File: src/rtl/lane_striper_pkg.sv
// Shared symbols, FSM encoding and sizing helper for the lane striper transmitter.
package lane_striper_pkg;

  localparam logic [7:0] PAD_SYM = 8'hF7;
  localparam logic [7:0] SKP_SYM = 8'h1C;

  typedef enum logic {
    ST_FILL = 1'b0,
    ST_FULL = 1'b1
  } state_t;

  function automatic int lane_idx_w(input int lanes);
    return (lanes > 1) ? $clog2(lanes) : 1;
  endfunction

endpackage

File: src/rtl/lane_striper_skp_sched.sv
// Counts emitted data groups and raises a skip request once SKP_INTERVAL groups have gone out.
module lane_striper_skp_sched #(
  parameter int SKP_INTERVAL = 64
) (
  input  logic CLK,
  input  logic RESET,
  input  logic grp_emit_i,
  input  logic skp_emit_i,
  output logic skp_req_o
);

  localparam int CW = $clog2(SKP_INTERVAL + 1);

  logic [CW-1:0] cnt_q;

  // Data moves are blocked while the request is up, so the count never passes the interval.
  always_ff @(posedge CLK or posedge RESET) begin
    if (RESET) begin
      cnt_q <= '0;
    end else if (skp_emit_i) begin
      cnt_q <= '0;
    end else if (grp_emit_i) begin
      cnt_q <= cnt_q + 1'b1;
    end
  end

  assign skp_req_o = (cnt_q >= CW'(SKP_INTERVAL));

endmodule

File: src/rtl/lane_striper_tx.sv
// Byte-to-lane striping transmitter with timeout padding of partial groups.
// Optional periodic skip-group insertion is enabled by defining LANE_STRIPER_SKP_EN.
module lane_striper_tx
  import lane_striper_pkg::*;
#(
  parameter int LANES         = 4,
  parameter int WIDTH         = 8,
  parameter int FLUSH_TIMEOUT = 8,
  parameter int SKP_INTERVAL  = 64
) (
  input  logic                   CLK,
  input  logic                   RESET,
  input  logic [WIDTH-1:0]       in_data,
  input  logic                   in_valid,
  output logic                   in_ready,
  output logic [LANES*WIDTH-1:0] out_data,
  output logic                   out_valid,
  input  logic                   out_ready,
  output logic [LANES-1:0]       out_pad_mask,
  output logic                   out_skp,
  output state_t                 dbg_state
);

  // Handshake: a symbol moves on in_valid && in_ready, a word on out_valid && out_ready.
  // in_ready comes from a register; out_ready never reaches it combinationally.

  localparam int IW = lane_idx_w(LANES);
  localparam logic [IW-1:0] LAST = IW'(LANES - 1);
  localparam logic [7:0] TO_M1 = 8'(FLUSH_TIMEOUT - 1);
  localparam logic [WIDTH-1:0] PAD_W = WIDTH'(PAD_SYM);
  localparam logic [WIDTH-1:0] SKP_W = WIDTH'(SKP_SYM);

  typedef logic [LANES-1:0][WIDTH-1:0] word_t;

  localparam word_t SKP_WORD = {LANES{SKP_W}};

  state_t          state_q;
  logic [IW-1:0]   idx_q;
  logic [7:0]      idle_q;
  word_t           buf_q;
  word_t           out_data_q;
  logic            out_valid_q;
  logic [LANES-1:0] pad_mask_q;
  logic            skp_q;
  logic            in_ready_q;

  logic            slot_free;
  logic            accept;
  logic            fill_done;
  logic            flush_due;
  logic            skp_req;
  logic            data_slot;
  logic            take_skp;
  logic            grp_emit;
  word_t           full_word;
  word_t           flush_word;
  logic [LANES-1:0] flush_mask;

  assign slot_free = !out_valid_q || out_ready;
  assign accept    = in_valid && in_ready_q;
  assign fill_done = accept && (idx_q == LAST);
  assign flush_due = (state_q == ST_FILL) && !accept && (idx_q != '0) && (idle_q >= TO_M1);
  // A pending skip group takes the free slot ahead of any data move.
  assign data_slot = slot_free && !skp_req;
  assign take_skp  = slot_free && skp_req;
  assign grp_emit  = data_slot && (fill_done || flush_due || (state_q == ST_FULL));

  always_comb begin
    full_word = buf_q;
    full_word[LANES-1] = in_data;
    flush_word = buf_q;
    flush_mask = '0;
    for (int k = 0; k < LANES; k++) begin
      if (k >= int'(idx_q)) begin
        flush_word[k] = PAD_W;
        flush_mask[k] = 1'b1;
      end
    end
  end

`ifdef LANE_STRIPER_SKP_EN
  lane_striper_skp_sched #(
    .SKP_INTERVAL(SKP_INTERVAL)
  ) u_skp_sched (
    .CLK        (CLK),
    .RESET      (RESET),
    .grp_emit_i (grp_emit),
    .skp_emit_i (take_skp),
    .skp_req_o  (skp_req)
  );
`else
  logic unused_skp_interval;
  assign unused_skp_interval = |SKP_INTERVAL;
  assign skp_req = 1'b0;
`endif

  always_ff @(posedge CLK or posedge RESET) begin
    if (RESET) begin
      state_q     <= ST_FILL;
      idx_q       <= '0;
      idle_q      <= '0;
      buf_q       <= '0;
      out_data_q  <= '0;
      out_valid_q <= 1'b0;
      pad_mask_q  <= '0;
      skp_q       <= 1'b0;
      in_ready_q  <= 1'b0;
    end else begin
      if (out_valid_q && out_ready) begin
        out_valid_q <= 1'b0;
      end
      if (take_skp) begin
        out_data_q  <= SKP_WORD;
        pad_mask_q  <= '0;
        skp_q       <= 1'b1;
        out_valid_q <= 1'b1;
      end
      case (state_q)
        ST_FILL: begin
          in_ready_q <= 1'b1;
          if (accept) begin
            buf_q[idx_q] <= in_data;
            idle_q       <= '0;
            if (idx_q == LAST) begin
              if (data_slot) begin
                out_data_q  <= full_word;
                pad_mask_q  <= '0;
                skp_q       <= 1'b0;
                out_valid_q <= 1'b1;
                idx_q       <= '0;
              end else begin
                state_q    <= ST_FULL;
                in_ready_q <= 1'b0;
              end
            end else begin
              idx_q <= idx_q + 1'b1;
            end
          end else if (idx_q == '0) begin
            idle_q <= '0;
          end else if (idle_q >= TO_M1) begin
            // Timed out: pad the partial group as soon as the output slot frees up.
            if (data_slot) begin
              out_data_q  <= flush_word;
              pad_mask_q  <= flush_mask;
              skp_q       <= 1'b0;
              out_valid_q <= 1'b1;
              idx_q       <= '0;
              idle_q      <= '0;
            end
          end else begin
            idle_q <= idle_q + 1'b1;
          end
        end
        ST_FULL: begin
          if (data_slot) begin
            out_data_q  <= buf_q;
            pad_mask_q  <= '0;
            skp_q       <= 1'b0;
            out_valid_q <= 1'b1;
            idx_q       <= '0;
            state_q     <= ST_FILL;
            in_ready_q  <= 1'b1;
          end
        end
        default: state_q <= ST_FILL;
      endcase
    end
  end

  assign in_ready     = in_ready_q;
  assign out_data     = out_data_q;
  assign out_valid    = out_valid_q;
  assign out_pad_mask = pad_mask_q;
  assign out_skp      = skp_q;
  assign dbg_state    = state_q;

endmodule
File: config.mk
export PLATFORM = sky130hd
export DESIGN_NAME = lane_striper_tx
export DESIGN_NICKNAME = d
export VERILOG_FILES = /design/src/rtl/lane_striper_pkg.sv /design/src/rtl/lane_striper_skp_sched.sv /design/src/rtl/lane_striper_tx.sv
export SDC_FILE = /design/constraint.sdc
export NUM_CORES = 1
export LEC_CHECK = 0
export BUFFER_PORTS_ARGS = -buffer_cell sky130_fd_sc_hd__clkbuf_2
export CAP_MARGIN = 20
export CORE_AREA = 5 5 105 127
export CTS_BUF_LIST = sky130_fd_sc_hd__clkbuf_16
export DETAILED_ROUTE_END_ITERATION = 6
export DIE_AREA = 0 0 110 132
export HOLD_SLACK_MARGIN = 0.1
export PLACE_DENSITY_LB_ADDON = 0.2
export SYNTH_ARGS = -nofsm -noshare
export SYNTH_HDL_FRONTEND = slang
export SYNTH_HIERARCHICAL = 1
export SYNTH_SLANG_ARGS = --single-unit
File: constraint.sdc
create_clock -name CLK -period 2.72 [get_ports CLK]
set_input_delay 0.272 -clock CLK [delete_from_list [all_inputs] [get_ports CLK]]
set_output_delay 0.272 -clock CLK [all_outputs]
set_load 0.02 [all_outputs]
---- Yosys cells after proc, flatten, opt, wreduce, memory -nomap -nowiden ----
Cells that the tools add are included.
word-level totals
  register bits ........................... 82
  input bits .............................. 12
  logic and storage cells ................. 100
cells by class
  add/sub/neg operators ................... 2
  order comparisons ....................... 6
  equal/unequal tests ..................... 8
  mux-type cells .......................... 56
  bitwise gates (word level) .............. 1
  reduce and logical (&&, ||, !) cells .... 12
operators with widths
  kind                                                    count
  two-way mux 32 bit                                      7
  two-way mux 8 bit                                       8
  one-hot mux 32 bit (2 select lines)                     1
  bitwise mux 32 bit                                      1
  two-way mux 4 bit                                       6
  two-way mux 1 bit                                       21
  demux 8 bit (select 2 bit)                              1
  two-way mux 2 bit                                       5
  inequality test 3 bit (second input constant)           3
  adder 8 x 1 -> 8 bit (second input constant)            1
  >= comparator 8 x 3 -> 1 bit (second input constant)    1
  one-hot mux 1 bit (2 select lines)                      4
  one-hot mux 4 bit (2 select lines)                      1
  AND reduction 2 bit                                     3
  AND reduction 5 bit                                     1
  >= comparator 1 x 2 -> 1 bit (first input constant)     2
  inequality test 4 x 3 -> 1 bit (second input constant)  1
  one-hot mux 2 bit (2 select lines)                      1
  AND reduction 4 bit                                     1
  logical AND 1 bit                                       3
  < comparator 2 x 3 -> 1 bit (second input constant)     1
  inequality test 3 x 2 -> 1 bit (second input constant)  1
  AND reduction 3 bit                                     1
  adder 2 x 1 -> 2 bit (second input constant)            1
  other kinds (9)                                         9

---- Logic depth before layout (Yosys ltp) ----
Gate-level depths: netlist of the first run.
  word-level depth ........................ 7
  depth in mapped cells ................... 7

---- Worst setup path before layout of the first run ----
No wires, ideal clock.
  path type ............................... flip-flop to flip-flop
  start point ............................. register idle_q[0]
  end point ............................... register out_data_q (netlist bit out_data[19])
  setup time .............................. 0.128 ns
  arrival ................................. 1.866 ns
  data required time ...................... 2.592 ns
  path slack .............................. 0.727 ns
  stages on the path, launching flop included .. 7
  path buffers ............................ 1
  clock period less this slack ............ 1.993 ns
  cell sequence ........................... dfrtp_1 ha_1 a211oi_2 nand2_2 a21oi_4 buf_6 mux2_1
between the ends
  cells in the longest elaborated chain, start to end .. 3
RTL lines
  what                                      RTL line                source
  from (decl)                               lane_striper_tx.sv:39   logic [7:0] idle_q;
  from (signal assigned)                    lane_striper_tx.sv:151  idle_q <= idle_q + 1'b1;
  >= comparator 8 x 3 -> 1 bit              lane_striper_tx.sv:140  end else if (idle_q >= TO_M1) begin
  inequality test 3 x 2 -> 1 bit (no line)  -
  AND reduction 5 bit (no line)             -
  to (signal assigned)                      lane_striper_tx.sv:126  out_data_q <= full_word;
  to (signal assigned)                      lane_striper_tx.sv:143  out_data_q <= flush_word;
  to (signal assigned)                      lane_striper_tx.sv:156  out_data_q <= buf_q;
  to (decl)                                 lane_striper_tx.sv:41   word_t out_data_q;
Every way passes these cells.
A chain may end at the register's enable or synchronous reset.

---- Final worst setup path of the first run ----
  start point ............................. register idle_q[0]
  end point ............................... register out_data_q (netlist bit out_data[1])
Same word-level chain as after synthesis.

==> flow_metrics.py, run 1 <==
metrics = {
    "run_status": {
        "status": "finished, final reports clean",
    },
    "timing": {
        "finalSetupTns_ns": 0,
        "rsz0062_at_grt": "false",
        "holdWs_ns": 0.250,
        "clock_skew_ns": 0.0112,
        "max_freq_ghz": 0.447,
        "hold_viol_final": 0,
        "setup_viol": 0,
        "slew_headroom": 0.568,
        "worstMarginPinSlew_ns": 0.631,
        "slew_violations": 0,
        "fin_crit_sh": 0.823,
        "period_needed_ns": 2.24,
    },
    "critical_path": {
        "endpoint_kind": "register",
        "start_kind": "register",
        "cp.required_ns": 2.97,
        "crit_fanout": 17,
        "worstPathArrival_ns": 2.48,
        "crit_type": "register to register",
    },
    "pwr": {
        "internal_power_mw": 3.09,
        "p_per_area_mw_per_mm2": 1100,
        "p_sw_frac": 0.342,
        "pwr-share-comb": 0.328,
        "p_sw_mw": 1.61,
        "p_clk_frac": 0.249,
        "peakVddDrop_uv": 267,
        "p_leak_nw": 2.10,
        "p_total_mw": 4.69,
        "seq_power_share": 0.424,
    },
    "clocking": {
        "cts_tree": "built",
        "cts_resized": 0,
        "cts_made_buffers": 9,
        "root_buffer": "clkbuf_16",
        "clkSinkCount": 81,
        "cts_buffer_depth": 2,
        "clkLatencyLatePin_ns": 0.33,
        "post-cts-setup-buffers": 0,
        "cts_hold_buf": 1,
        "clkTransAtPathRegs_ns": 0.06,
        "htree_levels": 3,
    },
    "floorplan": {
        "core_mm2": 0.0119,
        "die_x_um": 110,
        "rows": 44,
        "start_util": 0.294,
        "io_pins": 52,
        "die_y_um": 132,
        "die_area_mm2": 0.0145,
    },
    "min_path": {
        "min_path_type": "input port to register",
    },
    "cells_and_area": {
        "nFillCells": 1197,
        "drive_gt1_frac": 0.343,
        "finalInstanceArea_mm2": 0.00425,
        "nNetsFinal": 354,
        "diodes": 0,
        "fin_util": 0.356,
        "syn2layout_area_growth_pct": 20.9,
    },
    "synthesis": {
        "synth_warnings": 6,
        "yosysUniqueCellTypes": 37,
        "ys.flop_type": "dfrtp_1",
        "synth_cells": 278,
        "ys_seq_elements": 81,
        "synth_area_mm2": 0.00351,
        "synth_seq_area_share": 0.577,
        "synth_area_per_cell_um2": 12.6,
        "syn-num-nets": 296,
        "synth_edf_count": 0,
        "async_reset_ff_frac": 1.00,
    },
    "drt": {
        "wl_um": 7970,
        "drt_iter0_drc": 99,
        "vias": 2254,
        "drtPass1Iterations": 4,
        "drc": 0,
        "ant_nets": 0,
        "routedWlPerCell_um": 15.9,
        "vias_per_cell": 4.49,
    },
    "place": {
        "place_congestion": 0.786,
        "place_area_mm2": 0.00395,
        "dp_hpwl_um": 5610,
        "io_buffer_count": 50,
    },
    "global_route": {
        "first_global_vias": 2507,
        "grt_max_degree": 51,
        "grt_pass1_wl_um": 13400,
        "grt.overflow.total": 0,
        "antenna_found_initial": 0,
        "track_usage": 0.121,
    },
    "run": {
        "max_cap_viol_count": 0,
    },
}
[power groups by stage]
stage	Clock, mW	Sequential, mW	Combinational (mW)
finish	1.17	1.99	1.54
global route	1.25	2.05	1.70
CTS	1.21	2.00	1.58
detailed placement	0	2.02	1.57
global placement	0	2.00	1.55
floorplan	0	2.24	0.821
[final timing paths]
path	depth (start not counted)	slack [ns]	from	endpoint
min	2	0.25	in_data[6]	buf_q[6]
max	7	0.48	idle_q[0]	out_data[1]
max reg2reg	7	0.48	idle_q[0]	out_data[1]
max in group asynchronous	4	1.54	RESET	buf_q[14]
min reg2reg	1	0.48	buf_q[7]	out_data[7]
min in group asynchronous	3	0.53	RESET	out_data[18]
[kinds of logic (layout without fill, tap and decap cells)]
| family | after synthesis | after routing | share of synthesized area |
|---|---|---|---|
| multiplexers | 67 | 67 | 0.206 |
| AND/OR/NAND/NOR | 46 | 46 | 0.0684 |
| flip-flops | 81 | 81 | 0.577 |
| other | 1 | 1 | 0.00107 |
| adder cells (fa/ha/maj) | 6 | 6 | 0.0214 |
| buffers and inverters | 43 | 106 | 0.0566 |
| AO/OA/AOI/OAI | 34 | 34 | 0.0698 |
[cell usage in the layout (no fill, tap or decap), drive strengths merged, types with 3 or more instances in the layout]
cell type / synthesis / layout
a21oi: 7 / 7
nor2b: 5 / 5
dfrtp: 81 / 81
inv: 32 / 32
clkbuf: 3 / 59
clkinv: 0 / 6
nand2: 7 / 7
a22o: 4 / 4
nor3: 5 / 5
o22ai: 10 / 10
buf: 8 / 7
ha: 6 / 6
mux2: 43 / 43
nor2: 21 / 21
a211oi: 3 / 3
a31oi: 3 / 3
mux2i: 24 / 24
[final cells by class]
class / instances / area [µm²] / area share
clock inverter: 7 / 58.8 / 0.0138
clock buffer: 9 / 225 / 0.0530
timing repair buffer: 58 / 325 / 0.0766
tap: 161 / 201 / 0.0474
inverter: 32 / 121 / 0.0286
sequential: 81 / 2030 / 0.477
multi-input combinational: 154 / 1290 / 0.303
[Yosys cell counts (4+ instances only)]
cell type	number	area [µm²]
dfrtp_1	81	2030
o22ai_1	10	62.6
nor2b_1	5	31.3
ha_1	6	75.1
mux2_1	4	45.0
mux2_2	39	439
a22o_1	4	35.0
nor2_1	21	78.8
buf_6	4	45.0
inv_1	32	120
a21oi_1	5	25.0
nand2_1	6	22.5
mux2i_1	24	240
[state kept, by name, summed over array words and instances (netlist names)]
register      flops
buf_q            32
idx_q             2
out_data         32
idle_q            8
out_valid         1
in_ready          1
out_pad_mask      4
dbg_state         1
[metrics by stage]
stage,setup WS [ns],std cells
6_report,0.482,502
5_1_grt,0.331,502
4_1_cts,0.449,502
3_5_place_dp,0.486,485
3_3_place_gp,0.571,485
2_1_floorplan,0.368,278
[per-layer routing]
| metal | track usage | vias up | routed length, µm |
|---|---|---|---|
| li1 | - | 1060 | - |
| met1 | 0.148 | 1136 | 3430 |
| met2 | 0.195 | 43 | 4010 |
| met3 | 0.0294 | 15 | 288 |
| met4 | 0.0644 | 0 | 239 |
| met5 | 0 | - | 0 |
[worst max-delay path, cell delays in order, from the launching register on]
cell and delay (ns):
dfrtp_1 0.40, ha_1 0.25, a211oi_2 0.40, nand2_2 0.16, a21oi_4 0.15, buf_4 0.29, buf_4 0.28, mux2i_1 0.21
Note: power is estimated with default switching activity, not from simulation.
==> run 2: changes to the inputs <==
==> constraint.sdc (replaced) <==
create_clock -name CLK -period 2.2 [get_ports CLK]
set_input_delay 0.22 -clock CLK [delete_from_list [all_inputs] [get_ports CLK]]
set_output_delay 0.22 -clock CLK [all_outputs]
set_load 0.02 [all_outputs]
==> flow_metrics.py, run 2 (synthesis gave the netlist of run 1 again) <==
metrics = {
    "cells_and_area": {
        "layoutNonFillerInstCount": 507,
        "syn2layout_area_growth_pct": 22.5,
        "diodes": 0,
        "drive_gt1_frac": 0.355,
        "fin_util": 0.360,
        "final_common_cell": "dfrtp_1",
        "nNetsFinal": 359,
        "layout_common_cells": "dfrtp_1, clkbuf_2, mux2_2",
    },
    "clocking": {
        "clkTransAtPathRegs_ns": 0.06,
        "clkLatencyLatePin_ns": 0.34,
        "cts_tree": "built",
        "htree_levels": 3,
        "root_buffer": "clkbuf_16",
        "cts_buffer_depth": 2,
        "clkSinkCount": 81,
        "post-cts-setup-buffers": 0,
        "cts_made_buffers": 9,
    },
    "timing": {
        "clock_skew_ns": 0.00518,
        "worstMarginPinSlew_ns": 0.636,
        "max_freq_ghz": 0.494,
        "rsz0062_at_grt": "false",
        "slew_violations": 0,
        "hold_viol_final": 0,
        "finalSetupTns_ns": 0,
        "slew_headroom": 0.565,
        "period_needed_ns": 2.02,
        "setup_viol": 0,
        "holdWs_ns": 0.189,
        "fin_crit_sh": 0.920,
    },
    "critical_path": {
        "endpoint_kind": "register",
        "worstPathArrival_ns": 2.25,
        "crit_fanout": 28,
        "r2r-end": "out_data[4]",
        "cpPeakStageDelay_ns": 0.43,
        "crit_slowest_cell": "dfrtp_1",
        "cp.required_ns": 2.42,
        "cp_cell_sequence": "ha_1 -> and4bb_4 -> nor3_2 -> a21oi_4 -> buf_12 -> mux2_2",
        "reg2reg_depth": 6,
        "critPathTopFamily": "simple AND/OR/NAND/NOR gates",
        "path_buf_inv": 1,
        "worstSetupStartpoint": "idx_q[0]",
        "rrSetupSlack_ns": 0.18,
        "crit_end": "out_data[4]",
        "crit_type": "register to register",
        "path_depth": 6,
        "start_kind": "register",
        "r2r-start": "idx_q[0]",
    },
    "floorplan": {
        "io_pins": 52,
        "die_area_mm2": 0.0145,
        "start_util": 0.294,
        "core_mm2": 0.0119,
        "rows": 44,
        "die_y_um": 132,
        "die_x_um": 110,
    },
    "global_route": {
        "groute.layer.met2.usage": 0.186,
        "grt.overflow.total": 0,
        "busiest_layer": "met2",
        "grt_pass1_wl_um": 13100,
        "first_global_vias": 2493,
        "grt_max_degree": 82,
        "use_met1": 0.147,
        "use_met3": 0.0387,
        "antenna_found_initial": 0,
        "track_usage": 0.119,
    },
    "drt": {
        "vias": 2261,
        "routedWlPerCell_um": 15.5,
        "drc": 0,
        "drtPass1Iterations": 4,
        "ant_nets": 0,
        "drt_iter0_drc": 70,
        "wl_um": 7880,
        "vias_per_cell": 4.46,
    },
    "place": {
        "io_buffer_count": 50,
        "place_congestion": 0.771,
        "dp_hpwl_um": 5370,
        "place_inst": 490,
    },
    "pwr": {
        "p_per_area_mw_per_mm2": 1360,
        "p_leak_nw": 2.13,
        "peakVddDrop_uv": 398,
    },
    "min_path": {
        "min_path_type": "input port to register",
        "hold_depth": 2,
        "hold_start": "in_data[2]",
    },
    "run": {
        "max_cap_viol_count": 0,
    },
    "run_status": {
        "status": "finished, final reports clean",
    },
}
==> run 2: timing repair <==
item,4_1_cts,5_1_grt
hold buffers,1,0
endpoints found under the hold margin,81,0
resized for setup,0,0
setup endpoints to repair,0,0
==> run 2: worst reg2reg max path: stages, from the launching register on <==
cell and delay, ns:
dfrtp_1 0.43, ha_1 0.23, and4bb_4 0.39, nor3_2 0.07, a21oi_4 0.19, buf_12 0.24
mux2_2 0.37
==> run 2: cell type report <==
class                      instances  area [µm²]
tap                              161         201
inverter                          32         124
clock inverter                     7        62.6
fill                            1201        7640
sequential                        81        2030
timing repair buffer              63         375
clock buffer                       9         225
multi-input combinational        154        1290
==> run 2: layer usage <==
metal | vias up | share of wire
met3 | 12 | 0.052
met5 | - | 0
met4 | 0 | 0.019
met1 | 1132 | 0.43
met2 | 36 | 0.50
li1 | 1081 | -
==> run 2: worst min-delay path by stage <==
stage                   end  slack, ns
6_report          buf_q[18]       0.19
5_1_grt           buf_q[30]       0.19
4_1_cts           buf_q[30]       0.18
3_5_place_dp   out_data[20]       0.37
3_3_place_gp   out_data[20]       0.37
2_1_floorplan      buf_q[0]       0.37
==> run 2: report_power, final <==
part | leakage [nW] | total [mW] | switching [mW] | internal, mW
clock network | 0.142 | 1.46 | 0.598 | 0.867
logic | 1.03 | 1.94 | 1.08 | 0.859
registers | 0.964 | 2.43 | 0.322 | 2.11
total | 2.13 | 5.84 | 2.00 | 3.84
==> run 2: metrics by stage <==
| stage | worst slack (ns) | cell area (µm²) | total power, mW |
|---|---|---|---|
| 2_1_floorplan | 0.207 | 3520 | 3.78 |
| 4_1_cts | 0.163 | 4300 | 5.95 |
| 3_5_place_dp | 0.175 | 4010 | 4.46 |
| 5_1_grt | 0.0783 | 4300 | 6.25 |
| 6_report | 0.175 | 4300 | 5.84 |
| 3_3_place_gp | 0.196 | 4010 | 4.41 |
